$ cat src/rtl/muldiv_pkg.sv
// Shared encodings for the EX-stage multiply/divide sequencing controller.
package muldiv_pkg;

  typedef enum logic [1:0] {
    S_IDLE     = 2'd0,
    S_MUL_WAIT = 2'd1,
    S_DIV_RUN  = 2'd2,
    S_DONE     = 2'd3
  } state_t;

  localparam int OP_DIV   = 3;
  localparam int OP_DIVU  = 2;
  localparam int OP_MULT  = 1;
  localparam int OP_MULTU = 0;

  localparam int MUL_LAT_DEF = 2;

endpackage

$ cat src/rtl/muldiv_ctrl.sv
// Launches one mult/div at a time on the external multiplier or divider,
// stalls EX until the result is captured, then presents a one-shot HI/LO write.
module muldiv_ctrl
  import muldiv_pkg::*;
#(
  parameter int MUL_LAT = MUL_LAT_DEF
) (
  input  logic        clk,
  input  logic        resetn,
  input  logic        op_valid,
  input  logic [3:0]  op_code,
  input  logic [31:0] op_src1,
  input  logic [31:0] op_src2,
  input  logic        flush,
  input  logic        stall_after,
  output logic        stallreq,
  output logic        mul_signed,
  output logic [31:0] mul_ina,
  output logic [31:0] mul_inb,
  input  logic [63:0] mul_result,
  output logic        div_start,
  output logic        div_signed,
  output logic        div_annul,
  output logic [31:0] div_opdata1,
  output logic [31:0] div_opdata2,
  input  logic        div_ready,
  input  logic [63:0] div_result,
  output logic        hi_we,
  output logic        lo_we,
  output logic [31:0] hi_o,
  output logic [31:0] lo_o,
  output logic        busy
);

  localparam logic [2:0] LAT_LAST = 3'(MUL_LAT);

  state_t      r_state;
  state_t      w_state_nxt;
  logic [2:0]  r_cnt;
  logic [31:0] r_src1;
  logic [31:0] r_src2;
  logic        r_signed;
  logic [31:0] r_hi;
  logic [31:0] r_lo;

  logic w_launch;
  logic w_dec_div;
  logic w_dec_signed;
  logic w_div_zero;
  logic w_mul_last;

  // Priority div > divu > mult > multu when several op_code bits are set.
  always_comb begin
    w_dec_div    = op_code[OP_DIV] | op_code[OP_DIVU];
    w_dec_signed = op_code[OP_DIV] | (~op_code[OP_DIVU] & op_code[OP_MULT]);
    w_div_zero   = w_dec_div && (op_src2 == 32'd0);
    w_launch     = resetn && (r_state == S_IDLE) && op_valid && (|op_code) && !flush;
    w_mul_last   = (r_cnt == LAT_LAST);
  end

  always_comb begin
    w_state_nxt = r_state;
    div_start   = 1'b0;
    div_annul   = 1'b0;
    hi_we       = 1'b0;
    lo_we       = 1'b0;
    hi_o        = 32'd0;
    lo_o        = 32'd0;
    case (r_state)
      S_IDLE: begin
        if (w_launch) begin
          if (!w_dec_div)     w_state_nxt = S_MUL_WAIT;
          else if (w_div_zero) w_state_nxt = S_DONE;
          else                w_state_nxt = S_DIV_RUN;
        end
      end
      S_MUL_WAIT: begin
        if (w_mul_last) w_state_nxt = S_DONE;
      end
      S_DIV_RUN: begin
        if (div_ready) w_state_nxt = S_DONE;
        else           div_start   = 1'b1;
      end
      S_DONE: begin
        hi_we = 1'b1;
        lo_we = 1'b1;
        hi_o  = r_hi;
        lo_o  = r_lo;
        if (!stall_after) w_state_nxt = S_IDLE;
      end
      default: w_state_nxt = S_IDLE;
    endcase
    if (flush) begin
      w_state_nxt = S_IDLE;
      div_start   = 1'b0;
      hi_we       = 1'b0;
      lo_we       = 1'b0;
      div_annul   = (r_state == S_DIV_RUN);
    end
  end

  always_comb begin
    stallreq    = w_launch || (r_state == S_MUL_WAIT) || (r_state == S_DIV_RUN);
    busy        = (r_state != S_IDLE);
    mul_signed  = r_signed;
    mul_ina     = r_src1;
    mul_inb     = r_src2;
    div_signed  = r_signed;
    div_opdata1 = r_src1;
    div_opdata2 = r_src2;
  end

  always_ff @(posedge clk or negedge resetn) begin
    if (!resetn) begin
      r_state  <= S_IDLE;
      r_cnt    <= 3'd0;
      r_src1   <= 32'd0;
      r_src2   <= 32'd0;
      r_signed <= 1'b0;
      r_hi     <= 32'd0;
      r_lo     <= 32'd0;
    end else begin
      r_state <= w_state_nxt;
      if (flush)                                     r_cnt <= 3'd0;
      else if (w_launch)                             r_cnt <= 3'd1;
      else if (r_state == S_MUL_WAIT && !w_mul_last) r_cnt <= r_cnt + 3'd1;
      else                                           r_cnt <= 3'd0;
      if (w_launch) begin
        r_src1   <= op_src1;
        r_src2   <= op_src2;
        r_signed <= w_dec_signed;
      end
      // Divide-by-zero skips the divider and writes HI=LO=0.
      if (w_launch && w_div_zero)
        {r_hi, r_lo} <= 64'd0;
      else if (!flush && r_state == S_MUL_WAIT && w_mul_last)
        {r_hi, r_lo} <= mul_result;
      else if (!flush && r_state == S_DIV_RUN && div_ready)
        {r_hi, r_lo} <= div_result;
    end
  end

endmodule

$ cat config.mk
export PLATFORM = sky130hd
export DESIGN_NAME = muldiv_ctrl
export DESIGN_NICKNAME = d
export VERILOG_FILES = /design/src/rtl/muldiv_pkg.sv /design/src/rtl/muldiv_ctrl.sv
export SDC_FILE = /design/constraint.sdc
export NUM_CORES = 1
export LEC_CHECK = 0
export CORE_AREA = 2 2 156 158
export CTS_BUF_LIST = sky130_fd_sc_hd__clkbuf_8
export CTS_CLUSTER_SIZE = 40
export DETAILED_ROUTE_END_ITERATION = 7
export DIE_AREA = 0 0 158 160
export PLACE_DENSITY = 0.62
export SYNTH_ARGS = -nofsm -noshare
export SYNTH_HDL_FRONTEND = slang
export SYNTH_SLANG_ARGS = --single-unit
$ cat constraint.sdc
create_clock -name clk -period 2.4 [get_ports clk]
set_clock_uncertainty 0.15 [all_clocks]
set_input_delay 0.24 -clock clk [delete_from_list [all_inputs] [get_ports clk]]
set_output_delay 0.24 -clock clk [all_outputs]
set_load 0.01 [all_outputs]
==> metrics, run 1 <==
status finished clean; number of antenna diodes 0; CTS H-tree depth 4; Net Count, Synth 832; ratio of cells with drive above 1 in the final layout 17.5%; fin nets 1185; DRC viols 0; top cell type by total area after synthesis dfrtp_1; fin util 49.2%; Area contributors post-synth dfrtp_1, mux2_2, mux2i_1; Seq pwr share 36.1%; unique cell type count in the Yosys netlist 35; largest net degree at the start of global routing 136; top-area cell type share of the netlist area 46.6%; NetSw 3.92 mW; Area Growth Syn to Fin 63.1%; P_leak 4.83 nW; Chip Height 160 um; clk slew on worst S/H paths 0.10 ns; crit-path max FO 16; combinational share of power 46.6%; EDFF count, synth 0; DR iter-0 viols 170; fmax 0.438 GHz; post-DR wirelength/cell 17.1 um; Placed Instances 1277; VDD IR max 0.700 mV; first-pass GRT wire length 34300 um; buffer depth of the longest clock path 2; Int Pwr 7.63 mW; Mapped Avg Cell Area 11.5 um^2; CTS Sinks 134; Tot Pwr 11.6 mW; P per Cell Area 985 nW/um^2; number of max-cap violations 0; Starting Density 30.2%; critical path class flip-flop to output port; Required @ worst endpoint 2.01 ns; crit path DAT 1.89 ns; fin crit period 2.28 ns; Final WS setup 0.118 ns; Total Routing Usage GR 17.7%; CP Launch Type flip-flop; final period utilization 95.1%; router iterations before antenna repair 4; Hold WC Path Type input port to flip-flop; PortBufs 401; total I/O pin count 402; yosys warns 0; Non-Filler Cell Area, Final 11700 um^2; synthesized flop and latch total 134; via count 5771; Cell Area, Synth 7190 um^2; final setup fails 0; max-slew violations 0; top-count cell post-synth dfrtp_1; root buf cell clkbuf_8; DIE WIDTH 158 um; TritonCTS clock tree done; Hold Violations, Final 0; Finished Layout Cells 1313; slew at the pin closest to its max-slew limit 0.757 ns; DP Area 11300 um^2; post-synthesis cell count 623; Place WS -0.152 ns; CTS Buf Count 17; clock share of power 17.3%; part of the Yosys area used for sequential elements 46.6%; Sw Ratio 33.9%; die area 25300 um^2; number of global-route vias before repair 6012; WL final 22400 um; clock latency at the later pin of the worst-skew pair 0.44 ns; DRT antenna net count 0; Row Count 57; synth cell count leaders dfrtp_1, nor2_1, buf_4; Post-DP HPWL 16700 um; initial antenna violation count 0; Vias/cell 4.40; critical path capture point type output port; Main synth FF type dfrtp_1; GRT Residual Overflow 0; RSZ-0062 raised after global routing false; Core ar. 23800 um^2; RD Place Congestion 0.807; Slew HR 49.5%; Async SR Flop Fraction 100%
[area by class of cell]
type | instances | area [um^2]
flip-flops and latches | 134 | 3350
fillers | 2294 | 12100
clock buffers | 17 | 234
multi-input cells | 376 | 3080
repair buffers | 442 | 4460
well taps | 324 | 405
inverters | 5 | 18.8
clock inverters | 15 | 180
[layer usage]
layer  track usage [%]  up-vias  routed length (um)
li1                  -     2822                   -
met3              3.77       26                1110
met4              5.69        0                 430
met1              22.7     2741                9830
met2              29.6      182               11000
met5                 0        -                   0
[path summary, 6_finish.rpt]
kind / start / end / slack (ns) / cells past startpoint
setup / recovery: r_state[0] / lo_o[31] / 0.12 / 5
hold / removal: op_src1[15] / div_opdata1[15] / 0.24 / 2
setup reg to reg: r_state[0] / div_opdata2[27] / 0.27 / 6
hold reg to reg: div_opdata1[13] / div_opdata1[13] / 0.39 / 1
max in group asynchronous: resetn / r_hi[16] / 1.18 / 3
min in group asynchronous: resetn / div_opdata1[14] / 0.38 / 3
[power groups by stage]
stage	Clock, mW	Combinational, mW	Sequential [mW]
global route	2.17	5.79	4.33
detailed placement	0	5.45	4.23
finish	2.00	5.39	4.17
CTS	2.07	5.46	4.18
global placement	0	5.39	4.20
floorplan	0	2.74	4.24
[flip-flops by register name, indices dropped and copies added (netlist names)]
signal and count:
div_opdata1 32, div_opdata2 32, div_signed 1, r_cnt 3
r_hi 32, r_lo 32, r_state 2
[worst max-delay path, stage by stage, from the launching register on]
cell and delay [ns]:
dfrtp_1 0.39, buf_4 0.15, ha_4 0.18, bufbuf_16 0.29, and2_1 0.14, clkdlybuf4s15_1 0.29
[cell families (layout without fill, tap and decap cells)]
logic type | Yosys count | in the layout | synth area share [%]
and+or+nand+nor | 166 | 166 | 12.8
AOI/OAI and AO/OA | 73 | 73 | 9.03
adders and majority gates | 7 | 7 | 1.22
muxes | 130 | 130 | 19.2
buffers and inverters | 113 | 479 | 11.1
DFF | 134 | 134 | 46.6
[repair_timing]
| item | in CTS | in global routing |
|---|---|---|
| endpoints found under the setup margin | 68 | 67 |
| gates resized for setup | 71 | 4 |
| endpoints found under the hold margin | 134 | 0 |
| setup buffers | 1 | 0 |
| hold buffers | 1 | 0 |
| cloned | 2 | 0 |
| pin swaps | 1 | 0 |
[per-stage QoR]
stage / setup TNS (ns) / hold WS, ns
after CTS: -0.124 / 0.200
after detailed placement: -8.81 / 0.283
after global placement: -7.24 / 0.282
after floorplan: 0 / -0.206
final: 0 / 0.239
after global routing: 0 / 0.214
[cells in the final DEF (no fill, tap or decap), types with 3 or more instances in the layout]
master,instances
clkdlybuf4s50_1,331
dfrtp_1,134
nor2_1,70
mux2i_1,66
dlygate4sd2_1,66
and2_1,65
mux2_2,64
a211oi_1,43
buf_4,24
a211oi_2,21
clkbuf_8,17
buf_12,13
inv_1,5
nor4_2,5
nor4_1,5
ha_1,5
inv_8,5
inv_6,4
a21oi_1,3
clkinv_4,3
(Power assumes the default switching activity.)
==> run 2, diff against run 1 <==
clock period = 2.5 ns   (was 2.4 ns; I/O delays follow)
==> metrics, run 2 (synthesized netlist as in run 1, its figures left out) <==
critical path capture point type output port; status finished clean; RSZ-0062 raised after global routing true; DR WL met3 1260 um (+14%); CTS Sinks 134 (unchanged); Required @ worst endpoint 2.10 ns (+0.09 ns); TritonCTS clock tree done; max-slew violations 0 (unchanged); Vias/cell 4.42 (+0.58%); largest net degree at the start of global routing 71 (-48%); clock share of power 17.8% (+0.5 points); post-DR wirelength/cell 17.1 um (about the same); WL final 22300 um (-0.70%); Reg area 3350 um^2 (unchanged); Sw Ratio 32.8% (-1.2 points); DRT antenna net count 0 (unchanged); P per Cell Area 941 nW/um^2 (-4.4%); delay-heaviest family, CP buffers and inverters; die area 25300 um^2 (unchanged); first-pass GRT wire length 33100 um (-3.4%); crit path DAT 1.98 ns (+0.09 ns); crit-path max FO 29 (+13); cells along the critical path buf_4 -> ha_4 -> buf_16 -> and2_1 -> clkdlybuf4s50_1; final setup fails 0 (unchanged); clock latency at the later pin of the worst-skew pair 0.43 ns (about the same); Hold Violations, Final 0 (unchanged); ratio of cells with drive above 1 in the final layout 16.6% (-0.88 points); initial antenna violation count 0 (unchanged); DR WL met2 11200 um (+1.5%); Critical Path Source r_state[1]; Hold WC Path Type input port to async pin; top routing layer used met4; PortBufs 401 (unchanged); Post-DP HPWL 17100 um (+2.5%); DIE WIDTH 158 um (unchanged); Row Count 57 (unchanged); combinational share of power 46.1% (-0.5 points); Slew HR 38.6% (-11 points); Total Routing Usage GR 17.2% (-0.47 points); Seq pwr share 36.1% (about the same); DRC viols 0 (unchanged); slew at the pin closest to its max-slew limit 0.922 ns (+0.164 ns); NetSw 3.65 mW (-7.0%); Worst R2R Start r_state[0]; Metal-1 WL 9450 um (-3.8%); RD Place Congestion 0.783 (-3.0%); router iterations before antenna repair 4 (unchanged); commonest non-fill, non-tap cell in the layout clkdlybuf4s50_1; critical path class flip-flop to output port; setup TNS 0 ns (unchanged); Area Growth Syn to Fin 64.4%; area of the multi-input gates 3070 um^2 (about the same); DR iter-0 viols 245 (+44%); commonest cells after routing, fill and taps aside clkdlybuf4s50_1, dfrtp_1, nor2_1; fin nets 1177 (-0.68%); total I/O pin count 402 (unchanged); Chip Height 160 um (unchanged); number of max-cap violations 0 (unchanged); Non-Filler Cell Area, Final 11800 um^2 (+0.81%); Starting Density 30.2% (unchanged); buffer depth of the longest clock path 2 (unchanged); clk slew on worst S/H paths 0.08 ns (-0.02 ns); number of global-route vias before repair 5725 (-4.8%); number of antenna diodes 0 (unchanged); final period utilization 95.1%; root buf cell clkbuf_8; DP Area 11200 um^2 (-0.80%); via count 5769 (-0.035%); CTS H-tree depth 4 (unchanged); Core ar. 23800 um^2 (unchanged); fin crit period 2.38 ns; CP Buf/Inv Count 3 (unchanged); GRT Residual Overflow 0 (unchanged); CP Launch Type flip-flop; Int Pwr 7.48 mW (-2.0%); VDD IR max 0.682 mV (-2.6%); Critical-path top delay cell clkdlybuf4s50_1; P_leak 5.52 nW (+14%); crit-path max cell delay 0.54 ns (+0.15 ns); CTS Buf Count 17 (unchanged); fmax 0.421 GHz; fill count 2279 (-0.65%)
==> run 2: cell count changes in the layout (fill, tap and decap cells not counted), sizes merged, moves of 2 or more <==
cell	change
clkdlybuf4s50	+7
bufinv	+2
buf	-7
clkinvlp	+2
clkinv	-3
dlygate4sd2	-62
dlymetal6s2s	+56
==> run 2: timing repair <==
item | 4_1_cts | 5_1_grt
hold buffers | 1 | 0
pin swaps | 1 | 0
setup buffers | 1 | 0
resized for setup | 6 | 60
hold endpoints to repair | 134 | 0
cloned | 1 | 0
endpoints found under the setup margin | 61 | 123
==> run 2: routing by layer <==
| layer | vias up | global-route usage, % |
|---|---|---|
| met5 | - | 0 |
| met4 | 0 | 4.42 |
| met3 | 20 | 4.86 |
| met2 | 183 | 29.1 |
| met1 | 2768 | 21.6 |
| li1 | 2798 | - |
==> run 2: area by class of cell <==
| cell class | count | area share (%) |
|---|---|---|
| clock buffers | 17 | 1.98 |
| clock inverters | 15 | 1.65 |
| inverters | 5 | 0.159 |
| multi-input cells | 376 | 26.0 |
| flip-flops and latches | 134 | 28.4 |
| well taps | 324 | 3.43 |
| repair buffers | 434 | 38.4 |
==> run 2: path summary, 6_finish.rpt <==
kind	slack [ns]	cells after the start	endpoint
worst max-delay path	0.12	5	hi_o[4]
worst min-delay path	0.07	2	r_state[0]
worst max register to register	0.25	6	div_opdata2[29]
worst min register to register	0.39	1	div_opdata1[15]
max in group asynchronous	1.04	3	r_hi[17]
min in group clk	0.27	2	div_opdata1[1]
==> run 2: per-stage QoR <==
stage	power [mW]	util, %	instances	hold slack [ns]	setup WS, ns
after global routing	11.8	49.6	1305	0.0235	-0.0155
after CTS	11.3	49.0	1305	0.0381	0.0166
after detailed placement	9.26	47.0	1270	-0.0972	-0.0606
final	11.1	49.6	1305	0.0680	0.124
after global placement	9.17	47.0	1270	-0.0999	-0.0372
after floorplan	6.70	-	623	-0.196	0.485
==> run 2: power groups by stage <==
stage | clock network, mW | registers (mW) | logic [mW]
after floorplan | 0 | 4.07 | 2.63
after global placement | 0 | 4.04 | 5.13
after detailed placement | 0 | 4.07 | 5.19
after CTS | 2.05 | 4.04 | 5.22
after global routing | 2.13 | 4.16 | 5.50
final | 1.98 | 4.02 | 5.14
==> run 2: worst reg2reg max path, delay by kind of cell, from the launching register on <==
| kind | cells | cell delay [ns] |
|---|---|---|
| muxes | 1 | 0.47 |
| buffers and inverters | 2 | 0.62 |
| and+or+nand+nor | 2 | 0.31 |
| DFF | 1 | 0.38 |
| adders and majority gates | 1 | 0.21 |
